--- config.mk ---
export PLATFORM = sky130hd
export DESIGN_NAME = prog_loader
export DESIGN_NICKNAME = d
export VERILOG_FILES = /design/src/rtl/loader_pkg.sv /design/src/rtl/loader_wr_stage.sv /design/src/rtl/prog_loader.sv
export SDC_FILE = /design/constraint.sdc
export NUM_CORES = 1
export LEC_CHECK = 0
export CAP_MARGIN = 0
export CORE_UTILIZATION = 43
export CTS_CLUSTER_DIAMETER = 40
export DETAILED_ROUTE_END_ITERATION = 12
export GPL_ROUTABILITY_DRIVEN = 0
export HOLD_SLACK_MARGIN = 0.06
export PLACE_DENSITY = 0.71
export REMOVE_ABC_BUFFERS = 1
export SYNTH_ARGS = -nofsm -noshare
export SYNTH_HDL_FRONTEND = slang
export SYNTH_SLANG_ARGS = --single-unit
--- constraint.sdc ---
create_clock -name clk -period 3.8 [get_ports clk]
set_input_delay 1.14 -clock clk [delete_from_list [all_inputs] [get_ports clk]]
set_output_delay 1.14 -clock clk [all_outputs]
set_load 0.05 [all_outputs]
--- src/rtl/loader_pkg.sv ---
// Shared types for the program loader: FSM state encoding and word widths.
package loader_pkg;
  localparam int RF_IDX_W = 5;
  localparam int WORD_W   = 32;

  typedef enum logic [2:0] {
    IDLE = 3'd0,
    MEM  = 3'd1,
    REGS = 3'd2,
    CHK  = 3'd3,
    RUN  = 3'd4,
    DONE = 3'd5,
    ERR  = 3'd6
  } state_t;

  function automatic logic accepting(input state_t s);
    return (s == MEM) || (s == REGS) || (s == CHK);
  endfunction
endpackage

--- src/rtl/loader_wr_stage.sv ---
// Registered write stage shared by the memory-image and register-file paths.
// Strobes last one cycle per request; address/data hold their last value.
module loader_wr_stage
  import loader_pkg::*;
(
  input  logic                clk,
  input  logic                rst,
  input  logic                mem_req,
  input  logic [WORD_W-1:0]   mem_addr_d,
  input  logic                rf_req,
  input  logic [RF_IDX_W-1:0] rf_addr_d,
  input  logic [WORD_W-1:0]   wdata_d,
  output logic                mem_we,
  output logic [WORD_W-1:0]   mem_addr,
  output logic [WORD_W-1:0]   mem_wdata,
  output logic                rf_we,
  output logic [RF_IDX_W-1:0] rf_addr,
  output logic [WORD_W-1:0]   rf_wdata
);

  always_ff @(posedge clk or negedge rst) begin
    if (!rst) begin
      mem_we    <= 1'b0;
      mem_addr  <= '0;
      mem_wdata <= '0;
      rf_we     <= 1'b0;
      rf_addr   <= '0;
      rf_wdata  <= '0;
    end else begin
      mem_we <= mem_req;
      rf_we  <= rf_req;
      if (mem_req) begin
        mem_addr  <= mem_addr_d;
        mem_wdata <= wdata_d;
      end
      if (rf_req) begin
        rf_addr  <= rf_addr_d;
        rf_wdata <= wdata_d;
      end
    end
  end

endmodule

--- src/rtl/prog_loader.sv ---
// Streams a memory image and initial register values into the CPU, holding it
// in reset until loaded. Optional checksum phase: define LOADER_CHECKSUM_EN.
//
// state | meaning
// IDLE  | waiting for start, CPU held in reset
// MEM   | accepting memory-image words
// REGS  | accepting register words (x0 consumed, not written)
// CHK   | accepting one checksum word
// RUN   | CPU released, watching halt
// DONE  | CPU halted, left out of reset for inspection
// ERR   | load failed, CPU held in reset
module prog_loader
  import loader_pkg::*;
#(
  parameter int          MEM_WORDS = 1024,
  parameter logic [31:0] MEM_BASE  = 32'h0000_0000,
  parameter int          RF_WORDS  = 32
) (
  input  logic                clk,
  input  logic                rst,
  input  logic                start,
  input  logic                in_valid,
  input  logic [WORD_W-1:0]   in_data,
  input  logic                in_last,
  output logic                in_ready,
  output logic                mem_we,
  output logic [WORD_W-1:0]   mem_addr,
  output logic [WORD_W-1:0]   mem_wdata,
  output logic                rf_we,
  output logic [RF_IDX_W-1:0] rf_addr,
  output logic [WORD_W-1:0]   rf_wdata,
  output logic                cpu_rst,
  input  logic                halt,
  output logic                busy,
  output logic                done,
  output logic                error
`ifdef LOADER_CHECKSUM_EN
  ,
  output logic [WORD_W-1:0]   chk_value
`endif
);

  state_t            state, state_nx;
  logic [31:0]       idx, idx_nx;
  logic [WORD_W-1:0] chk, chk_nx;
  logic              mem_req, rf_req;
  logic              hs;

  assign hs = in_valid && in_ready;

  always_comb begin
    state_nx = state;
    idx_nx   = idx;
    chk_nx   = chk;
    mem_req  = 1'b0;
    rf_req   = 1'b0;
    case (state)
      IDLE, DONE, ERR: begin
        if (start) begin
          state_nx = MEM;
          idx_nx   = '0;
          chk_nx   = '0;
        end
      end
      MEM: begin
        if (hs) begin
          mem_req = 1'b1;
          chk_nx  = chk ^ in_data;
          if (in_last) begin
            state_nx = REGS;
            idx_nx   = '0;
          end else begin
            idx_nx = idx + 32'd1;
            if (idx == 32'(MEM_WORDS - 1)) state_nx = ERR;
          end
        end
      end
      REGS: begin
        if (hs) begin
          // in_last belongs to the memory phase; seeing it here means a malformed stream
          if (in_last) begin
            state_nx = ERR;
          end else begin
            rf_req = (idx != 32'd0);
            chk_nx = chk ^ in_data;
            idx_nx = idx + 32'd1;
            if (idx == 32'(RF_WORDS - 1)) begin
`ifdef LOADER_CHECKSUM_EN
              state_nx = CHK;
`else
              state_nx = RUN;
`endif
            end
          end
        end
      end
      CHK: begin
`ifdef LOADER_CHECKSUM_EN
        if (hs) state_nx = (in_data == chk) ? RUN : ERR;
`else
        state_nx = ERR;
`endif
      end
      RUN: begin
        if (cpu_rst && halt) state_nx = DONE;
      end
      default: state_nx = IDLE;
    endcase
  end

  always_ff @(posedge clk or negedge rst) begin
    if (!rst) begin
      state    <= IDLE;
      idx      <= '0;
      chk      <= '0;
      in_ready <= 1'b0;
      cpu_rst  <= 1'b0;
    end else begin
      state    <= state_nx;
      idx      <= idx_nx;
      chk      <= chk_nx;
      in_ready <= accepting(state_nx);
      // rises one cycle after RUN entry so the final write lands before release
      cpu_rst  <= ((state == RUN) || (state == DONE)) &&
                  ((state_nx == RUN) || (state_nx == DONE));
    end
  end

  loader_wr_stage u_wr (
    .clk        (clk),
    .rst        (rst),
    .mem_req    (mem_req),
    .mem_addr_d (MEM_BASE + {idx[29:0], 2'b00}),
    .rf_req     (rf_req),
    .rf_addr_d  (idx[RF_IDX_W-1:0]),
    .wdata_d    (in_data),
    .mem_we     (mem_we),
    .mem_addr   (mem_addr),
    .mem_wdata  (mem_wdata),
    .rf_we      (rf_we),
    .rf_addr    (rf_addr),
    .rf_wdata   (rf_wdata)
  );

  assign busy  = accepting(state);
  assign done  = (state == DONE);
  assign error = (state == ERR);

`ifdef LOADER_CHECKSUM_EN
  assign chk_value = chk;
`endif

endmodule

# [Word level (Yosys, flattened, before mapping)]
# Cells that the tools add are included.
[op_classes] reduce_logical=14 addsub=1 n_eq_ne=17 n_mux=20
[ops] operator="32-bit 2-to-1 mux" count=5
[ops] operator="32-bit one-hot mux with 3 select lines" count=1
[ops] operator="32-bit by 1-bit adder with 32-bit output (second input constant)" count=1
[ops] operator="32-bit by 10-bit equality test with 1-bit output (second input constant)" count=1
[ops] operator="32-bit by 5-bit equality test with 1-bit output (second input constant)" count=1
[ops] operator="32-bit nonzero test" count=1
[ops] operator="3-bit 2-to-1 mux" count=8
[ops] operator="3-bit equality test (second input constant)" count=5
[ops] operator="3-bit one-hot mux with 5 select lines" count=1
[ops] operator="3-bit by 2-bit equality test with 1-bit output (second input constant)" count=4
[ops] operator="2-bit != test (second input constant)" count=4
[ops] operator="3-bit by 1-bit equality test with 1-bit output (second input constant)" count=2
[ops] operator="1-bit logical OR" count=6
[ops] operator="1-bit 2-to-1 mux" count=5
[ops] operator="5-bit AND reduction" count=1
[ops] operator="1-bit logical AND" count=3
[ops] operator="3-bit zero test" count=1
[ops] operator="3-bit nonzero test" count=1
[ops] operator="3-bit OR reduction" count=1
[totals] out_inout_bits=108 in_bits=38 regBits=138

# [Logic depth before layout (Yosys ltp)]
[depth] depth_word=8 ltp_mapped=8

# [Hierarchy]
# A second synthesis with hierarchy kept.
[unflattened] cells_unflattened=489 hier_area_um2=6552.5
[modules_own_cells] module="loader_wr_stage" n_inst=1 cells_per_inst=215 seq_area_each_um2=2577.5 area_each_um2=4229.1
[modules_own_cells] module="prog_loader" n_inst=1 cells_per_inst=274 seq_area_each_um2=925.9 area_each_um2=2323.5

# [Least setup slack after synthesis]
# No wires, ideal clock.
[synth_path] path_kind="register to output" from="reg state[0]" to="out error" slack_ns=0.886 path_stages_with_launch=3 required_time_ns=2.660 n_path_buf=1 arrival_ns=1.774 cell_sequence="dfrtp_1 > buf_6 > nor3_1"
[synth_via] elab_chain_cells=1
[synth_rtl] item="start, declared" line_no="prog_loader.sv:43" rtl="state_t state, state_nx;"
[synth_rtl] item="start signal, assigned" line_no="prog_loader.sv:119" rtl="state <= state_nx;"
[synth_rtl] item="3-bit equality test" line_no="prog_loader.sv:147" rtl="assign error = (state == ERR);"
[synth_rtl] item="end, declared" line_no="prog_loader.sv:36" rtl="output logic error"
# No other way between the ends.

# [Worst setup path after layout]
[layout_path] from="reg state[2]" to="out error"
# Same word-level chain as after synthesis.

==> results.json <==
{
  "regArea_mm2": 0.00345,
  "fin_skew_ps": 8.32,
  "worst_ir_drop_vdd_v": 0.000375,
  "drt-pass1-iter-count": 4,
  "fin_area_mm2": 0.00826,
  "worst_pin_slew_ps": 940,
  "p_leak_nw": 3.62,
  "clock-root-buffer": "clkbuf_16",
  "netlist_area_mm2": 0.00608,
  "synth_enable_flop_cells": 0,
  "dp.cells": 782,
  "crit_type": "flip-flop to output pin",
  "vias": 4462,
  "power.density_mw_per_mm2": 773,
  "drtIter0Drc": 185,
  "synthCells": 483,
  "critPathLaunchType": "flip-flop",
  "pin_count": 146,
  "hpwl_um": 9590,
  "multi_input_area_mm2": 0.00240,
  "layout_commonest_cell": "clkdlybuf4s50_1",
  "layout.nets": 661,
  "cts_tree": "built",
  "timing.final.crit_share": 0.959,
  "numCtsBuffers": 17,
  "fillCellCount": 1090,
  "tns_ps": 0,
  "clock-sinks": 138,
  "grtUsageTotal": 0.202,
  "rsz0062_at_grt": "no",
  "syn_avg_cell_area_um2": 12.6,
  "start_util": 0.440,
  "chipWidth_um": 121,
  "port_buffers": 143,
  "hold_viol": 0,
  "wirelength_um": 14100,
  "grt_pass1_wl_um": 22800,
  "fp.dieH_um": 121,
  "placementRows": 43,
  "coreArea_mm2": 0.0138,
  "yosysTopAreaCell": "dfrtp_1",
  "drive_gt1_frac": 0.207,
  "postCtsSetupRepairBufs": 0,
  "grt_overflow": 0,
  "max_freq_ghz": 0.274,
  "finalSetupViolations": 0,
  "synthFlopType": "dfrtp_1",
  "worstSkewPairLatency_ps": 420,
  "ant_nets": 0,
  "synth.distinct_cells": 56,
  "status": "completed",
  "synth_top_area_frac": 0.568,
  "cts_max_level": 4,
  "placed_area_mm2": 0.00763,
  "yosysSeqAreaShare": 0.568,
  "hold_slack_ps": 490,
  "antenna_found_initial": 0,
  "drv_cap": 0,
  "ys_ff_latch": 138,
  "syn2layout_area_growth_pct": 35.9,
  "cts_buffer_depth": 2,
  "layout_min_cycle_time_ps": 3640,
  "endpoint_kind": "output pin",
  "ys_top_cells_by_area": "dfrtp_1 57%, mux2_2 14%, mux2_1 3.9%",
  "cp.arrival_ps": 2500,
  "routedWlPerCell_um": 17.4,
  "clk_pin_slew_ps": 50,
  "final-instance-count-excl-fill": 814,
  "synth_warnings": 0,
  "hp-class": "flip-flop to flip-flop",
  "antenna_cells": 0,
  "drv_slew": 0,
  "first_global_vias": 4511,
  "final_cell_mix": "142 x clkdlybuf4s50_1, 138 x dfrtp_1, 78 x mux2_2",
  "critical_path_peak_fanout": 12,
  "cts_resized": 0,
  "synthArstFlopShare": 1.00,
  "cp.required_ps": 2660,
  "drc": 0,
  "slew_headroom": 0.368,
  "ctsHoldBuffers": 0,
  "dieArea_mm2": 0.0146,
  "finalPower_mw": 6.38,
  "via_per_inst": 5.48,
  "grt_max_degree": 86
}
==> per-layer routing <==
layer / global-route usage / share of wire / up-vias
met4: 0.0918 / 0.023 / 0
met2: 0.341 / 0.51 / 145
li1: - / - / 2066
met3: 0.0399 / 0.045 / 22
met1: 0.249 / 0.42 / 2229
met5: 0 / 0 / -
==> through the flow <==
step	utilization	setup slack [ps]
2_1_floorplan	-	380
3_3_place_gp	0.552	402
3_5_place_dp	0.552	346
4_1_cts	0.597	204
5_1_grt	0.597	92.1
6_report	0.597	157
==> Yosys cell counts (5+ instances only) <==
master / instances
nand3_1: 11
mux2_1: 21
dfrtp_1: 138
buf_6: 5
nor4_1: 6
and2_1: 5
o21ai_0: 25
buf_2: 6
nand2_1: 21
a21oi_1: 16
o31ai_1: 16
or4_1: 5
nand4_1: 9
inv_1: 11
nor2_1: 17
clkbuf_1: 19
mux2_2: 78
o41ai_1: 7
==> cell type report <==
| cell class | count | area share |
|---|---|---|
| Tap cell | 180 | 0.0273 |
| Multi-Input combinational cell | 302 | 0.291 |
| Clock buffer | 23 | 0.0603 |
| Clock inverter | 9 | 0.0164 |
| Sequential cell | 138 | 0.418 |
| Timing Repair Buffer | 151 | 0.182 |
| Inverter | 11 | 0.00500 |
==> sequential cells by signal (all words and copies together) (netlist names) <==
name / cells
u_wr.rf_we: 1
u_wr.mem_we: 1
u_wr.rf_addr: 5
u_wr.mem_addr: 30
u_wr.mem_wdata: 32
state: 3
u_wr.rf_wdata: 32
cpu_rst: 1
in_ready: 1
idx: 32
==> worst max-delay path: stages, from the launching register on <==
cell and delay (ps):
dfrtp_1 570, inv_1 160, nor3_1 460, clkdlybuf4s50_1 900
==> where the power goes <==
group	switching, mW	internal [mW]
clock network	0.606	1.12
registers	0.215	1.79
logic	1.70	0.948
total	2.52	3.86
==> cell families after synthesis <==
group / synth area share
xor gates and xnor gates: 0.00721
DFF: 0.568
other: 0.000617
muxes: 0.183
buffers and inverters: 0.0375
AOI/OAI and AO/OA: 0.0982
and+or+nand+nor: 0.101
adders and majority gates: 0.00412
==> path summary, 6_finish.rpt <==
check,slack (ps),endpoint,start,depth (start not counted)
worst max-delay path,160,error,state[2],3
worst min-delay path,490,u_wr.rf_wdata[15],u_wr.rf_wdata[15],1
worst max register to register,950,u_wr.rf_wdata[8],idx[19],5
worst min register to register,490,u_wr.rf_wdata[15],u_wr.rf_wdata[15],1
max in group asynchronous,2250,idx[28],rst,2
min in group asynchronous,780,u_wr.rf_wdata[22],rst,1
(Power assumes the default switching activity.)
